File: src/rtl/fetch_unit.sv
// ---------------------------------------------------------------------------
// fetch_unit
//   Instruction-fetch stage sitting directly in front of a combinational
//   instruction memory. Holds the PC, presents the word address to the
//   memory, and registers the returned word plus its PC into a single
//   output slot handed to decode over a valid/ready handshake. Branch/jump
//   redirects flush the slot; an all-zero word halts fetch; an
//   out-of-range or misaligned PC puts the unit into a sticky fault that
//   only reset clears.
//
// Ports
//   clk             rising-edge clock
//   rst_n           asynchronous active-low reset
//   imem_addr       word index into instruction memory (pc[ADDR_W+1:2])
//   imem_instr      instruction word returned in the same cycle
//   redirect_valid  branch/jump taken this cycle
//   redirect_pc     byte target of the redirect
//   ready_i         decode accepts the output slot
//   valid_o         output slot holds an instruction
//   instr_o         registered instruction
//   pc_o            byte PC of instr_o
//   halted_o        fetch stopped on an all-zero word
//   fault_o         fetch stopped on a bad PC
//   fetch_cnt_o     number of accepted handshakes (wraps)
// ---------------------------------------------------------------------------
module fetch_unit #(
   parameter int unsigned ADDR_W     = 8,
   parameter int unsigned IMEM_DEPTH = 64,
   parameter logic [31:0] RESET_PC   = 32'h0000_0000
) (
   input  logic              clk,
   input  logic              rst_n,
   output logic [ADDR_W-1:0] imem_addr,
   input  logic [31:0]       imem_instr,
   input  logic              redirect_valid,
   input  logic [31:0]       redirect_pc,
   input  logic              ready_i,
   output logic              valid_o,
   output logic [31:0]       instr_o,
   output logic [31:0]       pc_o,
   output logic              halted_o,
   output logic              fault_o,
   output logic [15:0]       fetch_cnt_o
);

   localparam int unsigned CNT_W  = 16;
   localparam int unsigned WIDX_W = 30;
   localparam logic [31:0] NOP    = 32'h0000_0013;

   typedef enum logic [1:0] {
      S_RUN   = 2'd0,
      S_HALT  = 2'd1,
      S_FAULT = 2'd2
   } state_t;

   state_t            state;
   state_t            state_next;
   logic [31:0]       pc;
   logic [31:0]       pc_next;
   logic              valid_next;
   logic [31:0]       instr_next;
   logic [31:0]       pc_o_next;
   logic [CNT_W-1:0]  cnt_next;

   logic              accept_c;
   logic              load_c;
   logic              in_range_c;
   logic              zero_word_c;
   logic              misaligned_c;

   // Memory address is a plain truncation of the byte PC.
   assign imem_addr = pc[ADDR_W+1:2];

   // Handshake and fetch-qualification terms.
   assign accept_c     = valid_o && ready_i;
   assign load_c       = (state == S_RUN) && (!valid_o || ready_i);
   // Range check uses the full word index, not the truncated address.
   assign in_range_c   = pc[31:2] < WIDX_W'(IMEM_DEPTH);
   assign zero_word_c  = (imem_instr == 32'h0000_0000);
   assign misaligned_c = (redirect_pc[1:0] != 2'b00);

   // State register.
   always_ff @(posedge clk or negedge rst_n) begin
      if (!rst_n) begin
         state <= S_RUN;
      end else begin
         state <= state_next;
      end
   end

   // Next-state and datapath decisions, highest priority first.
   always_comb begin
      state_next = state;
      pc_next    = pc;
      valid_next = valid_o;
      instr_next = instr_o;
      pc_o_next  = pc_o;
      cnt_next   = fetch_cnt_o + CNT_W'(accept_c);

      if (state == S_FAULT) begin
         // Sticky: only the handshake side keeps moving.
         if (accept_c) begin
            valid_next = 1'b0;
         end
      end else if (redirect_valid) begin
         // Flush the slot regardless of acceptance; no fetch this edge.
         valid_next = 1'b0;
         if (misaligned_c) begin
            state_next = S_FAULT;
            pc_next    = {redirect_pc[31:2], 2'b00};
         end else begin
            state_next = S_RUN;
            pc_next    = redirect_pc;
         end
      end else if (load_c) begin
         if (!in_range_c) begin
            state_next = S_FAULT;
            valid_next = 1'b0;
         end else if (zero_word_c) begin
            // PC stays on the zero word so a later redirect restarts cleanly.
            state_next = S_HALT;
            valid_next = 1'b0;
         end else begin
            instr_next = imem_instr;
            pc_o_next  = pc;
            valid_next = 1'b1;
            pc_next    = pc + 32'd4;
         end
      end else if (state == S_HALT) begin
         if (accept_c) begin
            valid_next = 1'b0;
         end
      end
   end

   // Output slot, PC and status flags.
   always_ff @(posedge clk or negedge rst_n) begin
      if (!rst_n) begin
         pc          <= RESET_PC;
         valid_o     <= 1'b0;
         instr_o     <= NOP;
         pc_o        <= 32'h0000_0000;
         halted_o    <= 1'b0;
         fault_o     <= 1'b0;
         fetch_cnt_o <= '0;
      end else begin
         pc          <= pc_next;
         valid_o     <= valid_next;
         instr_o     <= instr_next;
         pc_o        <= pc_o_next;
         halted_o    <= (state_next == S_HALT);
         fault_o     <= (state_next == S_FAULT);
         fetch_cnt_o <= cnt_next;
      end
   end

endmodule
File: config.mk
export PLATFORM = sky130hd
export DESIGN_NAME = fetch_unit
export DESIGN_NICKNAME = d
export VERILOG_FILES = /design/src/rtl/fetch_unit.sv
export SDC_FILE = /design/constraint.sdc
export NUM_CORES = 1
export LEC_CHECK = 0
export BUFFER_PORTS_ARGS = -buffer_cell sky130_fd_sc_hd__buf_2
export CAP_MARGIN = 20
export CORE_ASPECT_RATIO = 0.6
export CORE_MARGIN = 4
export CORE_UTILIZATION = 40
export CTS_BUF_LIST = sky130_fd_sc_hd__clkbuf_4
export CTS_CLUSTER_SIZE = 20
export DETAILED_ROUTE_END_ITERATION = 16
export GPL_ROUTABILITY_DRIVEN = 0
export PLACE_DENSITY_LB_ADDON = 0.3
export SETUP_SLACK_MARGIN = 0.2
export SYNTH_ARGS = -nofsm -noshare
export SYNTH_HDL_FRONTEND = slang
export SYNTH_SLANG_ARGS = --single-unit
export TNS_END_PERCENT = 5
File: constraint.sdc
create_clock -name clk -period 4.5 [get_ports clk]
set_clock_uncertainty 0.1 [all_clocks]
set_input_delay 0.225 -clock clk [delete_from_list [all_inputs] [get_ports clk]]
set_output_delay 0.225 -clock clk [all_outputs]
set_load 0.01 [all_outputs]
# == After elaboration in Yosys (flattened, before gate mapping) ==
# Cells that the tools add are included.
# classes
add_sub_neg,2
n_mul,0
div_mod_pow,0
order_cmp,1
n_eq_ne,5
shifts,0
mux,18
bitwise_logic,3
reduce_logical,12
# ops
cell,count
32-bit 2-to-1 mux,4
32-bit by 3-bit adder with 32-bit output (second input constant),1
32-bit logical NOT,1
30-bit by 7-bit less-than comparator with 1-bit output (second input constant),1
16-bit by 1-bit adder with 16-bit output,1
2-bit 2-to-1 mux,7
1-bit 2-to-1 mux,7
2-bit nonzero test,3
5-bit AND reduction,1
2-bit by 1-bit equality test with 1-bit output (second input constant),2
2-bit equality test (second input constant),2
4-bit AND reduction,1
4-bit nonzero test,1
1-bit NOT,3
1-bit logical AND,2
2-bit logical NOT,1
2-bit != test (second input constant),1
1-bit logical NOT,1
1-bit logical OR,1
# word_totals
ff_bits,117
latch_bits,0
ramBits,0
romBits,0
inputBits,68
out_inout_bits,91
n_memories,0

# == Depth between registers and ports, before layout ==
# Gate-level depths: netlist of the first run.
# logic_depth
ltp_word,7
ltp_mapped,9

# == Worst setup path before layout of the first run ==
# OpenSTA, ideal clock, no wires.
# synth_timing
path_type,reg2reg
startpoint,register state[0]
endpoint,register instr_o[10]
setup_time_ps,125
arrival_time_ps,2005
t_required_ps,4275
slack_ps,2270
path_stages_with_launch,9
period_less_slack_ps,2230
cell_sequence,dfrtp_1 inv_1 ha_1 nand2b_1 a21oi_1 o21ai_1 nor3_4 buf_6 mux2_2
# synth_between
elab_chain_cells,3
word_cells_on_any_way,5
classes_between,1 x eq/ne; 1 x bitwise; 3 x reduce/logical
# synth_rtl
item,line_no,text
"start, declared",56,state_t state;
"start signal, assigned",87,state <= state_next;
2-bit equality test / 2-bit logical NOT (equally long branches),"100, 76",
1-bit NOT (no line) / 1-bit logical AND (equally long branches),-,
5-bit AND reduction (no line) (*),-,
"end signal, assigned",149,instr_o <= instr_next;
"end, declared",39,"output logic [31:0] instr_o,"
# Mark *: on every way between the ends. The rest lies on a longest branch, timed or not.
# A chain may end at the register's enable or synchronous reset.

# == Final worst setup path of the first run ==
# layout_timing
startpoint,register pc[9]
endpoint,register instr_o[8]
# layout_between
elab_chain_cells,2
# layout_rtl
item,line_no,text
"start, declared",58,logic [31:0] pc;
"start signal, assigned",147,pc <= pc_next;
30-bit by 7-bit less-than comparator with 1-bit output,78,assign in_range_c = pc[31:2] < WIDX_W'(IMEM_DEPTH);
5-bit AND reduction (no line),-,
# Every way passes these cells.

==> reports/results.txt, run 1 <==
Initial DRC count -> 269
Final TNS setup -> 0 ns
Crit Path Max Fanout -> 68
Largest net degree at the start of global routing -> 71
Initial Utilization -> 41.1%
Synth area leader -> dfrtp_1
Area contributors post-synth -> dfrtp_1, mux2_2, nor2b_1
Dpl cells -> 721
Core region area -> 12100 um^2
Net Count, Synth -> 491
Util after Layout -> 56.7%
CTS tree -> done
Synth top area share -> 57.4%
DR WL/cell -> 16.2 um
Synth Cell Area -> 4970 um^2
Detailed-route wire length -> 13.3 mm
Commonest non-fill, non-tap cells in the layout -> buf_2, dfrtp_1, dlygate4sd3_1, mux2_2, nand2_1
Pwr Density -> 410 nW/um^2
Seq cells post-synth -> 117
Iteration count of the initial detailed-routing pass -> 4
Via count -> 4092
Gr ovfl total -> 0
Maximum clock insertion buffer count -> 2
Post-synth EDFFs -> 0
Die Ht -> 94.3 um
Commonest non-fill, non-tap cell in the layout -> buf_2
Clock Pin Slew Worst Setup and Hold Paths -> 0.10 ns
Synthesized area per cell -> 11.9 um^2
Initial antenna violation count -> 1
Worst VDD drop -> 174 uV
Primary FF master, synth -> dfrtp_1
Clock latency on the worst-skew pair -> 0.51 ns
Pins over their slew limit -> 0
Final Cycle Share -> 65.2%
Post-DRT Antenna Nets -> 0
Die area -> 14300 um^2
Min Tclk post-route -> 2.93 ns
TritonCTS Sinks -> 117
# rows -> 31
Setup CP Type -> reg2reg
Total CTS buffers -> 17
Port Buffers -> 158
Synth cell types -> 44
Post-DP HPWL -> 8.95 mm
Ys Warns -> 0
Boundary Pins -> 159
Die X -> 152 um
RSZ-0062 raised after global routing -> no
Max_slew headroom -> 39.9%
Cts repair resizes -> 0
Worst-margin pin slew -> 0.895 ns
Residual DRC -> 0
# diodes -> 0
Cells along the critical path -> nor4_1 > nand4_1 > or2_0 > nor3_4 > buf_4 > mux2_2
Max Cap Viol -> 0
CP peak stage delay -> 0.62 ns
Htree depth -> 4
Ratio of cells with drive above 1 in the final layout -> 36.6%
Hold WC Path Type -> in2reg
Tot Pwr -> 2810 uW
Vias per std cell -> 4.99
Final Hold Vio Count -> 0
Critical Path Sink Type -> flop
CP max stage cell -> buf_4
Post-Syn Instances -> 418
Crit path DAT -> 3.23 ns
Post-synthesis sequential area ratio -> 59.0%
Synth async-reset ratio -> 100%
Worst setup SP type -> flop
Overall routing resource usage -> 19.3%
Worst Hold Slack -> 0.0648 ns
Static Leak -> 0.00347 uW
Fmax -> 341 MHz
Non-filler cells, final -> 820
Nets -> 715
Final setup violation count -> 0
Clk root buf -> clkbuf_4
Area delta synth->final -> 38.0%
Vias in the first global route -> 4265
Outcome -> finished, final reports clean
CP required -> 4.79 ns
First-pass GRT wire length -> 22.0 mm
-- worst paths after layout --
check                                     start         endpoint  slack, ns  depth (start not counted)
worst max register to register            pc[9]       instr_o[8]       1.57                          6
min in group asynchronous                 rst_n            pc[9]       0.26                          2
max in group asynchronous                 rst_n            pc[3]       2.91                          3
worst max-delay path                      pc[9]       instr_o[8]       1.57                          6
worst min-delay path             redirect_valid           pc[12]       0.06                          3
worst min register to register  fetch_cnt_o[15]  fetch_cnt_o[15]       0.38                          1
-- stage by stage --
stage	setup slack (ns)	instance area [um^2]
finish	1.57	6860
global route	1.30	6860
CTS	1.57	6860
detailed placement	1.60	5830
global placement	1.69	5830
floorplan	2.27	4970
-- cell usage after synthesis, types with 2 or more instances --
master and count:
and3_1 3, nand2_1 42, and2_1 3, dfstp_2 3, mux2_2 43, nand2b_1 2, o21ai_0 7, xor2_1 4
a41oi_1 3, and4_1 2, dfrtp_1 114, nor2_1 21, or3_1 3, xnor2_1 10, a22oi_1 5, nor3_1 5
a221o_1 4, mux2i_1 3, clkbuf_1 6, o31ai_1 2, nand3_1 15, inv_1 11, buf_4 12, ha_1 5
buf_6 5, nor4_1 14, o32ai_1 4, nor2b_1 26, nand4_1 8, o22ai_1 8, a21oi_1 12
-- worst max-delay path: cells and delay by family (launching register included) --
family	cells	cell delay, ns
buf+inv	1	0.62
flops	1	0.43
simple gates	4	1.19
mux	1	0.42
-- registers in the layout (all words and copies together) (netlist names) --
name	count
fetch_cnt_o	16
fault_o	1
instr_o	32
state	2
valid_o	1
halted_o	1
pc	32
pc_o	32
-- metal layers --
| metal | up-vias | track usage, % | wire, um |
|---|---|---|---|
| met1 | 1942 | 26.5 | 6210 |
| li1 | 1934 | - | - |
| met2 | 191 | 28.1 | 5710 |
| met5 | - | 0 | 12 |
| met4 | 2 | 6.96 | 227 |
| met3 | 23 | 7.19 | 1130 |
-- cell type report --
cell class | count | area (um^2)
fill | 1038 | 5240
sequential | 117 | 2930
multi-input combinational | 265 | 1820
timing repair buffer | 229 | 1490
clock inverter | 15 | 234
tap | 165 | 206
clock buffer | 17 | 128
inverter | 12 | 45.0
-- power by group --
group	leakage, uW	switching [uW]	total (uW)	internal [uW]
combinational	0.00179	264	507	243
sequential	0.00150	156	1350	1190
clock	0.000184	409	957	548
total	0.00347	829	2810	1980
-- cells by family after synthesis --
kind of cell             count (synthesis)  synth area share [%]
adder cells (fa/ha/maj)                  5                  1.26
multiplexers                            46                  10.3
AO/OA/AOI/OAI                           51                  7.00
AND/OR/NAND/NOR                        149                  15.5
flip-flops                             117                  59.0
buffers and inverters                   36                  4.41
XOR/XNOR                                14                  2.47
-- repair_timing --
action	CTS	global route
hold endpoints to repair	135	0
setup endpoints to repair	0	0
hold buffers	67	0
buffers inserted	0	0
Power figures use the tool's default switching activity.
==> inputs of run 2 (changes only) <==
==> constraint.sdc (replaced) <==
create_clock -name clk -period 2.6 [get_ports clk]
set_clock_uncertainty 0.1 [all_clocks]
set_input_delay 0.13 -clock clk [delete_from_list [all_inputs] [get_ports clk]]
set_output_delay 0.13 -clock clk [all_outputs]
set_load 0.01 [all_outputs]
==> run 2 against run 1 <==
- worst setup slack worse by 1.4 ns
- via count is 2.4% higher
- largest power group unchanged
- combinational power is 82% higher
- first-iteration DRC count is 6.7% lower
- critical path depth is 1 higher
- final cell count is 2.1% higher
- design area is 4.1% higher
- total power is 76% higher
- highest routed layer is now met4
- critical path type unchanged
==> reports/results.txt, run 2 (same netlist as run 1, synthesis figures left out) <==
Overall routing resource usage -> 19.4% (+0.10 points)
Clock latency on the worst-skew pair -> 0.50 ns (about the same)
Crit path DAT -> 2.66 ns (-0.57 ns)
Detailed-route wire length -> 13.8 mm (+3.6%)
Port Buffers -> 158 (unchanged)
Crit-path most repeated cell -> buf_12
Cells along the critical path -> nor4_1 > nand4_1 > or2_4 > nor3_4 > buf_12 > buf_12 > mux2_2
Clk root buf -> clkbuf_4
Ratio of cells with drive above 1 in the final layout -> 38.7% (+2.0 points)
Vias in the first global route -> 4422 (+3.7%)
Post-DRT Antenna Nets -> 0 (unchanged)
Pins over their slew limit -> 0 (unchanged)
Bufs and invs on worst path -> 2 (+1)
Clock Pin Slew Worst Setup and Hold Paths -> 0.12 ns (+0.02 ns)
Worst VDD drop -> 310 uV (+78%)
Crit-path leading delay family -> simple AND/OR/NAND/NOR gates
Worst r2r src -> pc[28]
Nets -> 732 (+2.4%)
R2R Path End -> instr_o[6]
R2R Setup Slk -> 0.22 ns (-1.35 ns)
Worst-margin pin slew -> 0.716 ns (-0.180 ns)
# diodes -> 0 (unchanged)
Outcome -> finished, final reports clean
GR Layer Usage met2 -> 28.0% (-0.074 points)
Final Cycle Share -> 91.7% (+27 points)
CTS tree -> done
Initial antenna violation count -> 0 (-1)
Min Tclk post-route -> 2.38 ns (-0.549 ns)
Commonest non-fill, non-tap cells in the layout -> buf_2, dfrtp_1, dlygate4sd3_1, mux2_2, nand2_1
Top Registers -> instr_o (32), pc (32), pc_o (32)
Residual DRC -> 0 (unchanged)
Die Ht -> 94.3 um (unchanged)
GR Layer Usage met1 -> 27.0% (+0.41 points)
Largest net degree at the start of global routing -> 56 (-21%)
Crit Path Max Fanout -> 21 (-69%)
DR WL/cell -> 16.4 um (+1.5%)
Util after Layout -> 59.0% (+2.3 points)
Post-DP HPWL -> 9.06 mm (+1.2%)
Pwr Density -> 694 nW/um^2 (+69%)
TritonCTS Sinks -> 117 (unchanged)
RSZ-0062 raised after global routing -> yes
Htree depth -> 4 (unchanged)
Gr busiest metal -> met2
CP required -> 2.87 ns (-1.92 ns)
Gr ovfl total -> 0 (unchanged)
Via count -> 4189 (+2.4%)
Worst setup SP type -> flop
Maximum clock insertion buffer count -> 2 (unchanged)
CP max stage cell -> dfrtp_1
Max_slew headroom -> 52.3% (+12 points)
Die area -> 14300 um^2 (unchanged)
Final Hold Vio Count -> 0 (unchanged)
Final TNS setup -> 0 ns (unchanged)
First-pass GRT wire length -> 22.3 mm (+1.5%)
Max Cap Viol -> 0 (unchanged)
Fmax -> 419 MHz (+23%)
# rows -> 31 (unchanged)
Final setup violation count -> 0 (unchanged)
Die X -> 152 um (unchanged)
Total CTS buffers -> 17 (unchanged)
Boundary Pins -> 159 (unchanged)
Commonest non-fill, non-tap cell in the layout -> buf_2
Initial DRC count -> 251 (-6.7%)
Worst reg2reg path depth -> 7 (+1)
Critical Path Sink Type -> flop
Iteration count of the initial detailed-routing pass -> 5 (+1)
Static Leak -> 0.00360 uW (+3.8%)
Initial Utilization -> 41.1% (unchanged)
Met3 Resource Use GR -> 6.50% (-0.69 points)
Area delta synth->final -> 43.6%
CP peak stage delay -> 0.42 ns (-0.20 ns)
Hold WC Path Type -> in2async
Vias per std cell -> 5.00 (+0.29%)
Core region area -> 12100 um^2 (unchanged)
Setup CP Type -> reg2reg
==> run 2: metrics by stage <==
| step | area [um^2] | worst slack [ns] | cells | hold slack (ns) | power, uW |
|---|---|---|---|---|---|
| after floorplan | 4970 | 0.370 | 418 | -0.266 | 2860 |
| after global placement | 5920 | 0.172 | 729 | 0.135 | 3140 |
| after detailed placement | 5920 | 0.104 | 729 | 0.135 | 3180 |
| after CTS | 7040 | 0.218 | 833 | 0.109 | 4950 |
| after global routing | 7140 | 0.173 | 837 | 0.133 | 5220 |
| final | 7140 | 0.216 | 837 | 0.124 | 4950 |
==> run 2: worst max-delay path by stage <==
stage                       end  depth (start not counted)  slack (ns)      startpoint
floorplan           instr_o[10]                          8        0.37        state[0]
CTS                     pc_o[5]                          8        0.22        state[0]
detailed placement  instr_o[13]                          6        0.10          pc[12]
global placement     instr_o[7]                          6        0.17          pc[16]
global route           pc_o[12]                         10        0.17  imem_instr[17]
finish               instr_o[6]                          7        0.22          pc[28]
==> run 2: where the power goes <==
group	total (uW)	internal [uW]	switching, uW
registers	2350	2060	288
logic	924	451	473
clock network	1680	980	702
total	4950	3490	1460
==> run 2: cell type report <==
cell class                      count  area (um^2)
Clock buffer                       19          143
Clock inverter                     13          229
Fill cell                        1009         4970
Inverter                           12         45.0
Multi-Input combinational cell    265         1860
Sequential cell                   117         2930
Tap cell                          165          206
Timing Repair Buffer              246         1720
==> run 2: worst reg2reg max path, stage by stage, from the launching register on <==
cell and delay, ns:
dfrtp_1 0.42, nor4_1 0.35, nand4_1 0.20, or2_4 0.31, nor3_4 0.21, buf_12 0.15
buf_12 0.17, mux2_2 0.36
==> run 2: routing by layer <==
metal,vias to the layer above,routed length (um)
met4,0,323
met2,181,5920
met1,2016,6460
met3,32,1060
li1,1960,-
met5,-,0
==> run 2: timing repair <==
action | CTS | global route
setup endpoints to repair | 40 | 65
resized for setup | 2 | 5
hold endpoints to repair | 118 | 0
cloned | 1 | 1
setup buffers | 1 | 3
hold buffers | 70 | 0
pin swaps | 1 | 3
